### src/rtl/core_pkg.sv
// Shared types and constants for the fetch-stage instruction store.
package core_pkg;
    parameter int HW_WIDTH_DEF = 16;

    // Low two bits of the first halfword that mark a 32-bit instruction.
    localparam logic [1:0] LEN32_CODE = 2'b11;

    typedef enum logic {
        CLEAR = 1'b0,
        RUN   = 1'b1
    } state_e;
endpackage

### src/rtl/imem_array.sv
// Halfword array: one write port, two combinational read ports (idx, idx+1 mod DEPTH).
module imem_array #(
    parameter  int HW_WIDTH = 16,
    parameter  int DEPTH    = 32,
    localparam int AW       = $clog2(DEPTH)
) (
    input  logic                clk,
    input  logic                we_i,
    input  logic [AW-1:0]       waddr_i,
    input  logic [HW_WIDTH-1:0] wdata_i,
    input  logic [AW-1:0]       raddr_i,
    output logic [HW_WIDTH-1:0] rdata_lo_o,
    output logic [HW_WIDTH-1:0] rdata_hi_o
);
    logic [HW_WIDTH-1:0] mem_q [DEPTH];
    logic [AW-1:0]       raddr_hi;

    // No reset on the storage so it can map onto distributed RAM.
    always_ff @(posedge clk) begin
        if (we_i) mem_q[waddr_i] <= wdata_i;
    end

    // DEPTH is a power of two, so the AW-bit increment wraps to entry 0.
    assign raddr_hi   = raddr_i + AW'(1);
    assign rdata_lo_o = mem_q[raddr_i];
    assign rdata_hi_o = mem_q[raddr_hi];
endmodule

### src/rtl/instr_fetch_mem.sv
// Instruction store with zero-fill after reset/clear, program-load port and
// a registered, back-pressurable fetch port returning 32-bit windows.
module instr_fetch_mem
    import core_pkg::*;
#(
    parameter  int HW_WIDTH = HW_WIDTH_DEF,
    parameter  int DEPTH    = 32,
    parameter  int PC_WIDTH = 32,
    localparam int AW       = $clog2(DEPTH)
) (
    input  logic                  clk,
    input  logic                  rst_n,
    input  logic                  clear_req,
    output logic                  busy,
    input  logic                  load_valid,
    input  logic [AW-1:0]         load_addr,
    input  logic [HW_WIDTH-1:0]   load_data,
    output logic                  load_ready,
    input  logic                  fetch_req,
    input  logic [PC_WIDTH-1:0]   fetch_pc,
    output logic                  fetch_ready,
    output logic                  fetch_valid,
    output logic [2*HW_WIDTH-1:0] fetch_instr,
    output logic                  fetch_len32,
    output logic                  fetch_fault,
    input  logic                  fetch_accept
);
    state_e                state_q, state_d;
    logic [AW-1:0]         clear_ptr_q, clear_ptr_d;
    logic                  valid_q, valid_d;
    logic [2*HW_WIDTH-1:0] instr_q, instr_d;
    logic                  len32_q, len32_d;
    logic                  fault_q, fault_d;

    logic                  in_clear, run_ok, load_go, fetch_go, pc_oob;
    logic                  mem_we;
    logic [AW-1:0]         mem_waddr;
    logic [HW_WIDTH-1:0]   mem_wdata, rd_lo, rd_hi;

    assign in_clear = (state_q == CLEAR);
    // clear_req outranks load and fetch, so neither is offered that cycle.
    assign run_ok      = !in_clear && !clear_req;
    assign load_ready  = run_ok;
    assign fetch_ready = run_ok && !load_valid && (!valid_q || fetch_accept);
    assign load_go     = load_valid && load_ready;
    assign fetch_go    = fetch_req && fetch_ready;
    assign pc_oob      = |fetch_pc[PC_WIDTH-1:AW];

    assign mem_we    = in_clear || load_go;
    assign mem_waddr = in_clear ? clear_ptr_q : load_addr;
    assign mem_wdata = in_clear ? '0 : load_data;

    imem_array #(
        .HW_WIDTH (HW_WIDTH),
        .DEPTH    (DEPTH)
    ) u_array (
        .clk        (clk),
        .we_i       (mem_we),
        .waddr_i    (mem_waddr),
        .wdata_i    (mem_wdata),
        .raddr_i    (fetch_pc[AW-1:0]),
        .rdata_lo_o (rd_lo),
        .rdata_hi_o (rd_hi)
    );

    always_comb begin
        state_d     = state_q;
        clear_ptr_d = clear_ptr_q;
        valid_d     = valid_q;
        instr_d     = instr_q;
        len32_d     = len32_q;
        fault_d     = fault_q;
        if (clear_req) begin
            state_d     = CLEAR;
            clear_ptr_d = '0;
            valid_d     = 1'b0;
        end else if (in_clear) begin
            clear_ptr_d = clear_ptr_q + AW'(1);
            if (clear_ptr_q == AW'(DEPTH - 1)) state_d = RUN;
        end else if (fetch_go) begin
            valid_d = 1'b1;
            fault_d = pc_oob;
            instr_d = pc_oob ? '0 : {rd_hi, rd_lo};
            len32_d = !pc_oob && (rd_lo[1:0] == LEN32_CODE);
        end else if (fetch_accept) begin
            valid_d = 1'b0;
        end
    end

    always_ff @(posedge clk or negedge rst_n) begin
        if (!rst_n) begin
            state_q     <= CLEAR;
            clear_ptr_q <= '0;
            valid_q     <= 1'b0;
            instr_q     <= '0;
            len32_q     <= 1'b0;
            fault_q     <= 1'b0;
        end else begin
            state_q     <= state_d;
            clear_ptr_q <= clear_ptr_d;
            valid_q     <= valid_d;
            instr_q     <= instr_d;
            len32_q     <= len32_d;
            fault_q     <= fault_d;
        end
    end

    assign busy        = in_clear;
    assign fetch_valid = valid_q;
    assign fetch_instr = instr_q;
    assign fetch_len32 = len32_q;
    assign fetch_fault = fault_q;
endmodule

### config.mk
export PLATFORM = sky130hd
export DESIGN_NAME = instr_fetch_mem
export DESIGN_NICKNAME = d
export VERILOG_FILES = /design/src/rtl/core_pkg.sv /design/src/rtl/imem_array.sv /design/src/rtl/instr_fetch_mem.sv
export SDC_FILE = /design/constraint.sdc
export NUM_CORES = 1
export LEC_CHECK = 0
export CAP_MARGIN = 20
export CELL_PAD_IN_SITES_DETAIL_PLACEMENT = 0
export CELL_PAD_IN_SITES_GLOBAL_PLACEMENT = 1
export CORE_AREA = 4 4 248 250
export CTS_CLUSTER_SIZE = 10
export DETAILED_ROUTE_END_ITERATION = 12
export DIE_AREA = 0 0 252 254
export PLACE_DENSITY = 0.74
export SLEW_MARGIN = 20
export SYNTH_ARGS = -nofsm -noshare
export SYNTH_HDL_FRONTEND = slang
export SYNTH_HIERARCHICAL = 1
export SYNTH_SLANG_ARGS = --single-unit
### constraint.sdc
create_clock -name clk -period 6.05 [get_ports clk]
set_input_delay 0.9075 -clock clk [delete_from_list [all_inputs] [get_ports clk]]
set_output_delay 0.9075 -clock clk [all_outputs]
set_load 0.005 [all_outputs]
==> summary.md <==
| Metric | Value |
|---|---|
| Most frequently used flop master after synthesis | `edfxtp_1` |
| Post-synth top cells | `edfxtp_1 (512), mux4_2 (256), mux2i_1 (82)` |
| Unrepaired setup endpoints after global routing | `false` |
| Max stage delay on crit path | `between 0.6 and 0.7 ns` |
| Largest net degree at the start of global routing | `around 120` |
| Internal | `between 0.006 and 0.007 W` |
| Mapped Cells | `approximately 1400` |
| Final ANT Viol Nets | `0` |
| CP endpoint kind | `flip-flop` |
| EDFF count, synth | `512` |
| CTS buffer count | `66` |
| CP max stage cell | `ha_4` |
| Max IR drop VDD | `roughly 0.23 mV` |
| Setup Fix Bufs, Post-CTS | `0` |
| Final Cycle Share | `a little over three fifths` |
| Grt ovf | `0` |
| GRT Total Usage | `about 22%` |
| Worst skew pair latency | `~0.6 ns` |
| Switching Share | `about 22%` |
| Core area | `59000 um^2` |
| Resize count post-CTS | `0` |
| Power, Total | `around 0.0087 W` |
| Register area share after synthesis | `about 62%` |
| Vias in the first global route | `around 15000` |
| Sink Count | `about 550` |
| Post-synthesis async set-or-reset flop share | `around 7.4%` |
| Initial DRC Count | `1435` |
| Row Count | `slightly below 90` |
| Final hold slack | `~0.47 ns` |
| R2R setup slack | `between 2 and 3 ns` |
| Syn avg cell area | `19.3 um^2` |
| Endpoints failing setup | `0` |
| CP Max Fanout | `95` |
| Layout cells sized above 1 | `33.3%` |
| Pre-antenna DRT Iters | `5` |
| R2R cell count | `4` |
| Cell Chain, Critical Path | `buf_8, ha_4, buf_4, mux4_2, and2b_1, a221oi_1, a2111oi_2, a31o_2` |
| Cells after DPL | `roughly 2200` |
| Fin. Hold Viols | `0` |
| Total number of vias | `14715` |
| Status | `completed` |
| R2r startpoint | `state_q$_DFF_PN0_` |
| Wire length per cell | `between 30 and 40 um` |
| HP Class | `in2async` |
| Worst slew pin tran | `about 1.1 ns` |
| Syn nets | `between 1000 and 1500` |
| Via/cell ratio | `between 6 and 7` |
| Setup TNS | `0 ns` |
| Leading post-synthesis cells by cell area | `edfxtp_1 (58%), mux4_2 (22%), dfrtp_1 (3.9%), mux2i_1 (3.1%), nor2b_1 (1.7%)` |
| Initial antenna violation count | `3` |
| Data arrival time of the critical path | `around 4.3 ns` |
| Startpoint type of the worst setup path | `primary input` |
| Yosys cell types | `between 50 and 60` |
| # nets final | `1543` |
| FF+latch count, synth | `approximately 550` |
| Routed WL | `~70000 um` |
| Post-DP HPWL | `roughly 43000 um` |
| Die ar. | `between 60000 and 70000 um^2` |
| Io pins | `97` |
| Cts hold-fix bufs | `0` |
| Clk slew on worst S/H paths | `~0.06 ns` |
| Die W | `252 um` |
| Sequential share of power | `48.2%` |
| Synthesized area | `26500 um^2` |
| Placer Congestion | `0.801` |
| CP delay by family, top | `buffers and inverters` |
| WS Path Type | `in2reg` |
| Leading area contributor after synthesis | `edfxtp_1` |
| Pwr per Cell Area | `~290 nW/um^2` |
| Crit path buf inv count | `2` |
| CTS Buffer Depth | `3` |
| Top-count cell post-synth | `edfxtp_1` |
| Worst reg2reg path endpoint | `u_array/mem_q[0][5]$_DFFE_PP_` |
| Synth Warn # | `6` |
| Max Transition Viols Final | `0` |
| H-tree levels | `3` |
| Root Buffer | `clkbuf_16` |
| Initial Utilization | `~45%` |
| Port bufs | `96` |
| Post-route non-filler standard cell count | `about 2300` |
| Top-area cell type share of the netlist area | `58.1%` |
| Area growth, synth to finish | `14.5%` |
| Maximum clock rate | `approximately 0.26 GHz` |
| Static Leak | `9.74 nW` |
| Worst Skew | `between 0.015 and 0.02 ns` |
| TritonCTS clock tree | `yes` |
| Max Cap Violations | `0` |
| Clock Power Share | `around 43%` |
| Min cycle time layout | `3.78 ns` |
| First-pass GRT wire length | `slightly above 100000 um` |
| NetSw | `roughly 0.0019 W` |
| Fin util | `roughly 50%` |
| Die height | `between 200 and 300 um` |
| Comb pwr share | `under 10%` |
| Remaining DRCs | `0` |
| Relative slew slack | `a little over a quarter` |
| CP required | `6.53 ns` |
-- stage by stage --
stage	worst slack, ns	cell area (um^2)
floorplan	3.07	26500
global placement	1.65	28200
detailed placement	1.67	28200
CTS	2.30	30300
global route	2.14	30300
finish	2.27	30300
-- sequential cells by signal, summed over array words and instances (netlist names) --
signal	flops
clear_ptr_q	5
fetch_fault	1
fetch_instr	32
fetch_len32	1
fetch_valid	1
state_q	1
u_array/mem_q	512
-- power by group through the flow --
stage               clock [W]  sequential, W  combinational [W]
floorplan                   0        0.00426           0.000534
global placement            0        0.00426           0.000763
detailed placement          0        0.00426           0.000766
CTS                   0.00381        0.00419           0.000769
global route          0.00398        0.00419           0.000810
finish                0.00374        0.00419           0.000767
-- routing by layer --
layer	vias to the layer above	wire length, um	global-route usage (%)
met2	635	34400	36.1
met1	7888	28800	30.8
met5	-	22	0
li1	6069	-	-
met3	119	5820	5.36
met4	4	2440	7.16
-- cell usage in the layout, fill, tap and decap left out, types with 3 or more instances in the layout --
master           count
clkbuf_1            40
or3b_2               3
inv_1                3
clkbuf_16           73
nand3b_1             5
xor2_1               3
buf_12               5
buf_4               49
nor2_1              10
nand2_1              3
edfxtp_1           512
mux4_2             256
mux2i_1             82
a22oi_1             16
buf_8                3
and2_2              12
a211oi_1            16
and2_1               6
dfrtp_1             41
clkdlybuf4s50_1     92
a2111oi_2           12
a2111oi_1            4
nor4_1               6
and2b_1             12
a31o_2              33
nand3_1             36
nor2_4               3
clkbuf_8             4
and3_1              17
a221oi_1            31
nor2_2              30
mux2_2               5
nor2b_1             73
-- cell type report --
type / instances / area (um^2)
tap: 773 / 967
multi-input combinational: 702 / 9370
clock inverter: 1 / 7.51
sequential: 553 / 16400
inverter: 5 / 21.3
antenna: 1 / 2.50
fill: 4702 / 28700
clock buffer: 117 / 2030
timing repair buffer: 153 / 1480
-- cell families after synthesis --
| kind of cell | Yosys count | synth area share [%] |
|---|---|---|
| mux | 343 | 25.1 |
| flops | 553 | 62.0 |
| buf+inv | 114 | 3.14 |
| simple gates | 227 | 5.03 |
| compound gates | 124 | 4.40 |
| xor+xnor | 5 | 0.194 |
| fa+ha+maj | 3 | 0.142 |
-- worst max path at each step --
stage | from | cells past startpoint | endpoint
after floorplan | clear_req | 6 | u_array/mem_q[12][0]$_DFFE_PP_
after global placement | fetch_pc[0] | 8 | fetch_instr[27]$_DFFE_PN0P_
after detailed placement | fetch_pc[0] | 8 | fetch_instr[27]$_DFFE_PN0P_
after CTS | fetch_pc[0] | 8 | fetch_instr[27]$_DFFE_PN0P_
after global routing | fetch_pc[0] | 8 | fetch_instr[27]$_DFFE_PN0P_
final | fetch_pc[0] | 8 | fetch_instr[27]$_DFFE_PN0P_
-- worst register-to-register path: stages (launching register included) --
cell     delay [ns]
dfrtp_1        1.04
mux2_2         0.46
or3b_2         0.64
nor2_2         0.80
buf_4          0.33
No activity file was read; power rests on OpenSTA's default activity.
